File: src/rtl/ariane_pkg.sv
// Shared core types: the BHT update pulse and the entry buffered by the BHT update producer.
package ariane_pkg;

    typedef struct packed {
        logic        valid;
        logic [63:0] pc;
        logic        taken;
    } bht_update_t;

    typedef struct packed {
        logic [63:0] pc;
        logic        taken;
    } bhtu_entry_t;

endpackage

File: src/rtl/bht_update_fifo.sv
// Small register-array FIFO with occupancy count; flush empties it on the next edge.
module bht_update_fifo
    import ariane_pkg::*;
#(
    parameter int unsigned DEPTH = 4,
    parameter type         T     = bhtu_entry_t
) (
    input  logic clk_i,
    input  logic rst_ni,
    input  logic flush_i,
    input  logic push_i,
    input  logic pop_i,
    input  T     data_i,
    output T     data_o,
    output logic full_o,
    output logic empty_o
);

    localparam int unsigned PtrW = $clog2(DEPTH);

    T                mem_q [DEPTH];
    logic [PtrW-1:0] wptr_q, rptr_q;
    logic [PtrW:0]   cnt_q;
    logic            do_push, do_pop;

    assign full_o  = (cnt_q == (PtrW + 1)'(DEPTH));
    assign empty_o = (cnt_q == '0);
    assign data_o  = mem_q[rptr_q];

    // Guard against misuse so the count can never leave [0, DEPTH].
    assign do_push = push_i && !full_o;
    assign do_pop  = pop_i && !empty_o;

    always_ff @(posedge clk_i or negedge rst_ni) begin
        if (!rst_ni) begin
            for (int i = 0; i < DEPTH; i++) mem_q[i] <= '0;
            wptr_q <= '0;
            rptr_q <= '0;
            cnt_q  <= '0;
        end else if (flush_i) begin
            wptr_q <= '0;
            rptr_q <= '0;
            cnt_q  <= '0;
        end else begin
            if (do_push) begin
                mem_q[wptr_q] <= data_i;
                wptr_q        <= wptr_q + PtrW'(1);
            end
            if (do_pop) rptr_q <= rptr_q + PtrW'(1);
            if (do_push && !do_pop) cnt_q <= cnt_q + (PtrW + 1)'(1);
            else if (do_pop && !do_push) cnt_q <= cnt_q - (PtrW + 1)'(1);
        end
    end

endmodule

File: src/rtl/bht_update_gen.sv
// Buffers resolved conditional branches and drains them as one BHT update pulse per cycle,
// with saturating counters for issued updates and accepted conditional mispredicts.
module bht_update_gen
    import ariane_pkg::*;
#(
    parameter int unsigned DEPTH = 4,
    parameter int unsigned CNT_W = 32
) (
    input  logic              clk_i,
    input  logic              rst_ni,
    input  logic              flush_i,
    input  logic              debug_mode_i,
    input  logic              resolve_valid_i,
    output logic              resolve_ready_o,
    input  logic [63:0]       resolve_pc_i,
    input  logic              resolve_taken_i,
    input  logic              resolve_is_cond_i,
    input  logic              resolve_mispredict_i,
    output bht_update_t       bht_update_o,
    output logic [CNT_W-1:0]  upd_cnt_o,
    output logic [CNT_W-1:0]  mispred_cnt_o
);

    bhtu_entry_t      push_entry, head_entry;
    logic             full, empty, accept, push, upd_valid, mispred_inc;
    logic [CNT_W-1:0] upd_cnt_q, upd_cnt_d, mispred_cnt_q, mispred_cnt_d;

    // Ready deliberately ignores a same-cycle pop to keep the path short.
    assign resolve_ready_o = !full && !flush_i;
    assign accept          = resolve_valid_i && resolve_ready_o;
    assign push            = accept && resolve_is_cond_i;
    assign mispred_inc     = push && resolve_mispredict_i;
    assign upd_valid       = !empty && !debug_mode_i && !flush_i;

    assign push_entry.pc    = resolve_pc_i;
    assign push_entry.taken = resolve_taken_i;

    bht_update_fifo #(
        .DEPTH (DEPTH),
        .T     (bhtu_entry_t)
    ) u_fifo (
        .clk_i   (clk_i),
        .rst_ni  (rst_ni),
        .flush_i (flush_i),
        .push_i  (push),
        .pop_i   (upd_valid),
        .data_i  (push_entry),
        .data_o  (head_entry),
        .full_o  (full),
        .empty_o (empty)
    );

    always_comb begin
        bht_update_o       = '0;
        bht_update_o.valid = upd_valid;
        if (!empty) begin
            bht_update_o.pc    = head_entry.pc;
            bht_update_o.taken = head_entry.taken;
        end
    end

    always_comb begin
        upd_cnt_d     = upd_cnt_q;
        mispred_cnt_d = mispred_cnt_q;
        if (upd_valid && upd_cnt_q != '1) upd_cnt_d = upd_cnt_q + CNT_W'(1);
        if (mispred_inc && mispred_cnt_q != '1) mispred_cnt_d = mispred_cnt_q + CNT_W'(1);
    end

    always_ff @(posedge clk_i or negedge rst_ni) begin
        if (!rst_ni) begin
            upd_cnt_q     <= '0;
            mispred_cnt_q <= '0;
        end else begin
            upd_cnt_q     <= upd_cnt_d;
            mispred_cnt_q <= mispred_cnt_d;
        end
    end

    assign upd_cnt_o     = upd_cnt_q;
    assign mispred_cnt_o = mispred_cnt_q;

endmodule

File: config.mk
export PLATFORM = sky130hd
export DESIGN_NAME = bht_update_gen
export DESIGN_NICKNAME = d
export VERILOG_FILES = /design/src/rtl/ariane_pkg.sv /design/src/rtl/bht_update_fifo.sv /design/src/rtl/bht_update_gen.sv
export SDC_FILE = /design/constraint.sdc
export NUM_CORES = 1
export LEC_CHECK = 0
export ABC_AREA = 1
export BUFFER_PORTS_ARGS = -buffer_cell sky130_fd_sc_hd__buf_2
export CORE_AREA = 3 3 183 185
export CTS_CLUSTER_SIZE = 14
export DETAILED_ROUTE_END_ITERATION = 12
export DIE_AREA = 0 0 186 188
export PLACE_DENSITY = 0.85
export SLEW_MARGIN = 20
export SYNTH_ARGS = -nofsm -noshare
export SYNTH_HDL_FRONTEND = slang
export SYNTH_HIERARCHICAL = 1
export SYNTH_SLANG_ARGS = --single-unit
File: constraint.sdc
create_clock -name clk_i -period 2.1 [get_ports clk_i]
set_clock_uncertainty 0.15 [all_clocks]
set_input_delay 0.42 -clock clk_i [delete_from_list [all_inputs] [get_ports clk_i]]
set_output_delay 0.42 -clock clk_i [all_outputs]
set_load 0.005 [all_outputs]
# --- Yosys cells after proc, flatten, opt, wreduce, memory -nomap -nowiden ---
# Index checks and enable logic that the tools add are counted.
word_totals:
  register_bits: 331
  wordCells: 66
classes:
  addsub: 6
  n_lt_le_gt_ge: 3
  eq_ne: 3
  n_mux: 14
  n_bitwise: 3
  n_reduce_logical: 24
op_table:
  columns: ["cell", "n"]
  rows:
  - ["bitwise mux 260 bit", 1]
  - ["two-way mux 65 bit", 4]
  - ["binary-select mux 65 bit (select 2 bit)", 1]
  - ["demux 65 bit (select 2 bit)", 1]
  - ["adder 32 x 1 -> 32 bit (second input constant)", 2]
  - ["inequality test 32 bit (second input constant)", 2]
  - ["logical AND 1 bit", 13]
  - ["two-way mux 3 bit", 3]
  - ["two-way mux 2 bit", 4]
  - ["greater-or-equal comparator 3 bit (second input constant)", 2]
  - ["zero test 1 bit", 6]
  - ["NOT 2 -> 3 bit", 2]
  - ["adder 2 x 1 -> 2 bit (second input constant)", 2]
  - ["nonzero test 2 bit", 2]
  - ["adder 3 x 1 -> 3 bit (second input constant)", 1]
  - ["== test 3 bit (second input constant)", 1]
  - ["zero test 3 bit", 1]
  - ["< comparator 3 x 1 -> 1 bit (second input constant)", 1]
  - ["nonzero test 3 bit", 1]
  - ["subtractor 3 x 1 -> 3 bit (second input constant)", 1]
  - ["AND reduction 2 bit", 1]
  - ["NOT 1 bit", 1]

# --- Depth between registers and ports, before layout ---
logic_depth:
  ltp_word: 11
  depth_mapped: 15
  depth_no_buf: 15

# --- Cells and area by module ---
# Netlist, hierarchy kept.
modules_own_cells:
  columns: ["mod", "n_inst", "cells_per_inst", "area_each_um2"]
  rows:
  - ["bht_update_fifo", 1, 1333, 11955.2]
  - ["bht_update_gen", 1, 803, 4892.2]

# --- Worst setup path after synthesis ---
# OpenSTA, ideal clock, no wires.
synth_timing:
  kind: "reg-to-reg"
  from: "register u_fifo.cnt_q[0]"
  to: "register u_fifo.cnt_q[1]"
  setup_time_ps: 66
  t_arrival_ps: 1993
  setup_slack_ps: -108
  stages_incl_launch_ff: 13
  n_path_buf: 0
  path_cell_list: "dfrtp_1 -> nor2_2 -> nand2_2 -> inv_1 -> nor3_1 -> nand2_4 -> inv_1 -> nand2_1 -> inv_1 -> fa_1 -> nor2_1 -> nand2_1 -> nand2_1"
synth_via:
  elab_chain_len: 9
  word_cells_on_any_way: 21
  cone_classes: "2 x add/sub; 1 x eq/ne; 3 x mux; 15 x reduce/logical"
synth_lines:
  columns: ["item", "line_no", "rtl"]
  rows:
  - ["start, declared", "bht_update_fifo.sv:23", "logic [PtrW:0] cnt_q;"]
  - ["start signal, assigned", "bht_update_fifo.sv:50", "if (do_push && !do_pop) cnt_q <= cnt_q + (PtrW + 1)'(1);"]
  - ["start signal, assigned", "bht_update_fifo.sv:51", "else if (do_pop && !do_push) cnt_q <= cnt_q - (PtrW + 1)'(1);"]
  - ["== test 3 bit *", "bht_update_fifo.sv:26", "assign full_o = (cnt_q == (PtrW + 1)'(DEPTH));"]
  - ["net full", "bht_update_gen.sv:25", "logic full, empty, accept, push, upd_valid, mispred_inc;"]
  - ["zero test 1 bit *", "bht_update_gen.sv:29", "assign resolve_ready_o = !full && !flush_i;"]
  - ["logical AND 1 bit *", "bht_update_gen.sv:29", null]
  - ["logical AND 1 bit *", "bht_update_gen.sv:30", "assign accept = resolve_valid_i && resolve_ready_o;"]
  - ["logical AND 1 bit *", "bht_update_gen.sv:31", "assign push = accept && resolve_is_cond_i;"]
  - ["net push", "bht_update_gen.sv:25", null]
  - ["logical AND 1 bit *", "bht_update_fifo.sv:31", "assign do_push = push_i && !full_o;"]
  - ["logical AND 1 bit or zero test 1 bit (tied branches)", "bht_update_fifo.sv:50, bht_update_fifo.sv:51", null]
  - ["two-way mux 3 bit or logical AND 1 bit (tied branches)", "bht_update_fifo.sv:50, bht_update_fifo.sv:51", null]
  - ["two-way mux 3 bit or nonzero test 3 bit (tied branches)", null, null]
# Mark *: on every way through the listed nets, which the timed path passes. The rest lies on a longest branch. The select of a mux whose other input is x is not followed.
# A chain may end at the register's enable or synchronous reset.

==> results by stage <==
Drt:
- The detailed router's first-iteration violation count is 1822.
- The DRC violation count after routing is 0.
- In the routed layout, each cell is associated on average with a via count of 5.678.
- Detailed routing inserted a total of 15835 vias.
- The pre-antenna-repair detailed-routing pass consisted of 6 iterations.
- Summed over all layers, the routed wires come to 50.67 mm.
- The average wire per standard cell is 18.17 µm.
- The final antenna-violating net count is 0.

Place:
- Once placement finished, the instance area stood at 18170 µm².
- The count of input and output buffers is 202.
- Counting tap cells, the placed design contains a total of 2676 instances.
- The half-perimeter wire length after placement is 27.59 mm.
- Routability-driven placement finished with a final weighted congestion of 0.8964.

Yosys:
- In this run the cell area of the synthesized design comes to 16850 µm².
- The share of flip-flops with an asynchronous set or reset is 1.000.
- The count of unique library cells instantiated by Yosys is 35.
- The register area share after synthesis is 0.4916.
- The flip-flop and latch count after synthesis is 331.
- By area the synthesized netlist is led by sky130_fd_sc_hd__dfrtp_1, sky130_fd_sc_hd__nand2_1, sky130_fd_sc_hd__o21ai_0.
- The post-synthesis area per instance is 7.887 µm².
- After technology mapping, the gate count stands at 2136.
- The net count after synthesis is 2215.
- The cell type with the highest aggregate area in the netlist is sky130_fd_sc_hd__dfrtp_1.
- The area share of the largest cell type after synthesis is 0.4916.
- The most frequently used flop master after synthesis is sky130_fd_sc_hd__dfrtp_1.
- The number of synthesized flops with an enable pin is 0.
- The number of synthesis warnings is 6.

Global route:
- Entering global routing, the biggest net connects 91 pins.
- The number of antenna violations at the first check in global routing was 0.
- The first global-routing pass estimated 72.15 mm of wire.
- The layer flagged by global routing as most heavily used is met2.
- The global-route usage over all layers is 0.2490.
- For met2 alone, demand over resource in global routing was 0.4177.
- For met1 alone, demand over resource in global routing was 0.3306.
- For this run, global-route usage on met3 was measured as 0.03860.
- The via count of the first global-routing pass came to 14889.
- The overall overflow remaining after global route is 0.

Worst setup path:
- For flop-to-flop paths, the worst setup slack is -0.20 ns.
- In this run the critical register-to-register path is captured at u_fifo/mem_q[138].
- The sort of element at the start of the critical path is a register.
- The startpoint of the most critical register-to-register path is u_fifo/cnt_q[0].
- The data required time of the worst path is 1.53 ns.
- For the worst setup path, the data arrival time is 2.13 ns.
- The start-to-end type of the worst setup path is register to output port.
- For the worst flop-to-flop path, the logic depth is 12.
- In this run the worst setup path begins at u_fifo/rptr_q[0].
- In this run the worst path has a maximum fanout of 50.
- The worst setup path is captured at an output port.

Min path:
- The worst hold path endpoint is u_fifo/mem_q[110].
- The worst hold path begins at resolve_pc_i[44].
- The path class of the tightest hold or removal check is input pin to register.
- The hold path depth is 3.

Clock network:
- The clock tree from TritonCTS is done.
- The maximum level of the CTS H-tree is 2.
- The number of buffers added by the clock tree synthesis step is 37.
- After clock tree synthesis, the clock-pin slew on the worst setup and hold paths is 0.06 ns.
- In this run the deepest clock path goes through 3 buffers.
- For this design, the sink count on the clock tree is 331.
- The clock latency of the later-clocked register in the worst-skew pair is 0.54 ns.
- The clock tree root buffer cell is sky130_fd_sc_hd__clkbuf_16.

Final layout:
- The fraction of final layout cells sized beyond drive strength 1 is 0.2126.
- The post-route non-filler standard cell count is 2789.
- The top cell types in the final layout, fill and taps aside, are sky130_fd_sc_hd__nand2_1, sky130_fd_sc_hd__dfrtp_1, sky130_fd_sc_hd__nor2_1, sky130_fd_sc_hd__o21ai_0, sky130_fd_sc_hd__buf_2.
- The area growth from synthesis to final layout is 22.48%.
- The most common cell after layout, fill and taps aside is sky130_fd_sc_hd__nand2_1.
- The filler cells instantiated in the layout total 2560.
- After routing the design area is 20630 µm².
- The count of nets after finishing is 2432.

Die:
- The height of the die is 188 µm.
- The I/O pin count is 203.
- The die area is 34970 µm².
- The effective utilization at floorplan is 0.5231.
- The initialized floorplan defines 66 standard-cell rows.
- The horizontal extent of the die is 186 µm.
- The core footprint is 32210 µm².

Power and ir drop:
- The power share of the sequential group is 0.398.
- The internal portion of the total power is 13700 µW.
- The leakage power of the design is 0.01039 µW.
- The combinational share of power is 0.281.
- The power density over the cells is 987.1 nW/µm².
- The worst supply voltage drop on vdd is 756.0 µV.
- The analysis attributes to net switching a power of 6665 µW.
- The switching share of power is 0.3272.
- The clock network fraction of total power is 0.321.

STA:
- The number of endpoints failing setup at the final stage is 263.
- The worst slew margin relative to its limit is 0.7086.
- The transition time at the pin with the least slew margin is 0.4355 ns.
- The number of pins with negative max-slew slack in the final report is 0.
- The final count of hold timing violations came to 0.
- Setup repair after global routing could not meet its margin everywhere.
- In the finished design, the share of the clock period the worst path needs comes to 1.287.
- Static timing analysis puts the maximum clock frequency at 370.0 MHz.
- Once routing completed, OpenROAD measured the worst setup slack at -0.6027 ns.
- The worst path in the final design needs a cycle of 2.703 ns, including I/O delays and setup.
- Final hold analysis gives a worst-case slack of 0.03310 ns.

Run:
- The total of max-cap violations is 0.

Status:
- The checks that failed: negative setup slack.
- The run finished, with violations left.
==> logic make-up after synthesis <==
kind of cell	Yosys count	share of synthesized area
flip-flops	331	0.4916
XOR/XNOR	17	0.008838
AO/OA/AOI/OAI	469	0.1531
AND/OR/NAND/NOR	995	0.2466
adder cells (fa/ha/maj)	7	0.005644
buffers and inverters	317	0.09417
==> synthesized netlist by cell type (2+ instances only) <==
| library cell | instances |
|---|---|
| sky130_fd_sc_hd__inv_1 | 198 |
| sky130_fd_sc_hd__buf_6 | 45 |
| sky130_fd_sc_hd__nand3b_1 | 14 |
| sky130_fd_sc_hd__buf_2 | 14 |
| sky130_fd_sc_hd__clkbuf_8 | 3 |
| sky130_fd_sc_hd__o21ai_2 | 39 |
| sky130_fd_sc_hd__nand3_1 | 46 |
| sky130_fd_sc_hd__nor3_2 | 2 |
| sky130_fd_sc_hd__nand2_2 | 12 |
| sky130_fd_sc_hd__nor2_2 | 11 |
| sky130_fd_sc_hd__nand2_1 | 588 |
| sky130_fd_sc_hd__clkbuf_1 | 50 |
| sky130_fd_sc_hd__inv_2 | 3 |
| sky130_fd_sc_hd__nand4_1 | 18 |
| sky130_fd_sc_hd__nor2_1 | 279 |
| sky130_fd_sc_hd__xnor2_1 | 10 |
| sky130_fd_sc_hd__nand2_4 | 7 |
| sky130_fd_sc_hd__ha_1 | 6 |
| sky130_fd_sc_hd__o22ai_1 | 65 |
| sky130_fd_sc_hd__o21ai_1 | 101 |
| sky130_fd_sc_hd__nor3_1 | 3 |
| sky130_fd_sc_hd__xor2_1 | 7 |
| sky130_fd_sc_hd__nor2_8 | 2 |
| sky130_fd_sc_hd__a21oi_1 | 3 |
| sky130_fd_sc_hd__nor2_4 | 9 |
| sky130_fd_sc_hd__o21ai_0 | 260 |
| sky130_fd_sc_hd__buf_4 | 3 |
| sky130_fd_sc_hd__dfrtp_1 | 331 |
==> worst max-delay path, stage by stage (launching register included) <==
cell,delay (ns)
sky130_fd_sc_hd__dfrtp_4,0.51
sky130_fd_sc_hd__buf_12,0.27
sky130_fd_sc_hd__o21ai_0,0.16
sky130_fd_sc_hd__o22ai_1,0.23
sky130_fd_sc_hd__inv_1,0.08
sky130_fd_sc_hd__nor2_1,0.17
sky130_fd_sc_hd__buf_2,0.15
==> final cells by class <==
type | count | area [µm²] | area share
Timing Repair Buffer | 292 | 2540 | 0.1231
Clock buffer | 55 | 1104 | 0.05348
Tap cell | 408 | 510.5 | 0.02474
Antenna cell | 1 | 2.502 | 0.0001213
Clock inverter | 11 | 131.4 | 0.006367
Multi-Input combinational cell | 1490 | 7287 | 0.3531
Sequential cell | 331 | 8288 | 0.4016
Inverter | 201 | 772.0 | 0.03741
==> power groups by stage <==
stage | Sequential [µW] | Clock (µW) | Combinational (µW)
after detailed placement | 8140 | 0 | 5080
final | 8100 | 6540 | 5720
after global placement | 8080 | 0 | 4930
after CTS | 8050 | 6610 | 5290
after floorplan | 7990 | 0 | 3240
after global routing | 8220 | 6900 | 6370
==> how the worst max path moves through the flow <==
stage                       end  slack, ns
2_1_floorplan   u_fifo/cnt_q[2]     0.0006
3_3_place_gp    u_fifo/cnt_q[2]      0.007
3_5_place_dp    u_fifo/cnt_q[2]      -0.06
4_1_cts         bht_update_o[0]      -0.43
5_1_grt        bht_update_o[53]      -0.61
6_report       bht_update_o[53]      -0.60
==> routing by layer <==
metal / share of wire / vias to the layer above
li1: - / 7274
met2: 0.48 / 859
met1: 0.39 / 7542
met3: 0.092 / 160
met5: 0 / -
met4: 0.041 / 0
==> repair_timing <==
| action | 4_1_cts | 5_1_grt |
|---|---|---|
| gates cloned | 3 | 29 |
| endpoints found under the hold margin | 219 | 0 |
| resized for setup | 29 | 138 |
| pin swaps | 9 | 20 |
| endpoints found under the setup margin | 67 | 117 |
| hold buffers | 1 | 0 |
| buffers inserted | 0 | 13 |
==> stage by stage <==
step / util / setup WS, ns / total power (µW) / setup TNS, ns
3_3_place_gp: 0.5643 / 0.007477 / 13010 / 0
6_report: 0.6407 / -0.6027 / 20370 / -42.95
3_5_place_dp: 0.5643 / -0.05827 / 13220 / -0.05827
2_1_floorplan: - / 0.0006120 / 11220 / 0
5_1_grt: 0.6406 / -0.6060 / 21490 / -63.04
4_1_cts: 0.6079 / -0.4283 / 19950 / -25.65
==> state kept, by name (all words and copies together) (netlist names) <==
signal / cells
u_fifo/wptr_q: 2
u_fifo/mem_q: 260
u_fifo/rptr_q: 2
upd_cnt_o: 32
mispred_cnt_o: 32
u_fifo/cnt_q: 3
Power figures use the tool's default switching activity.
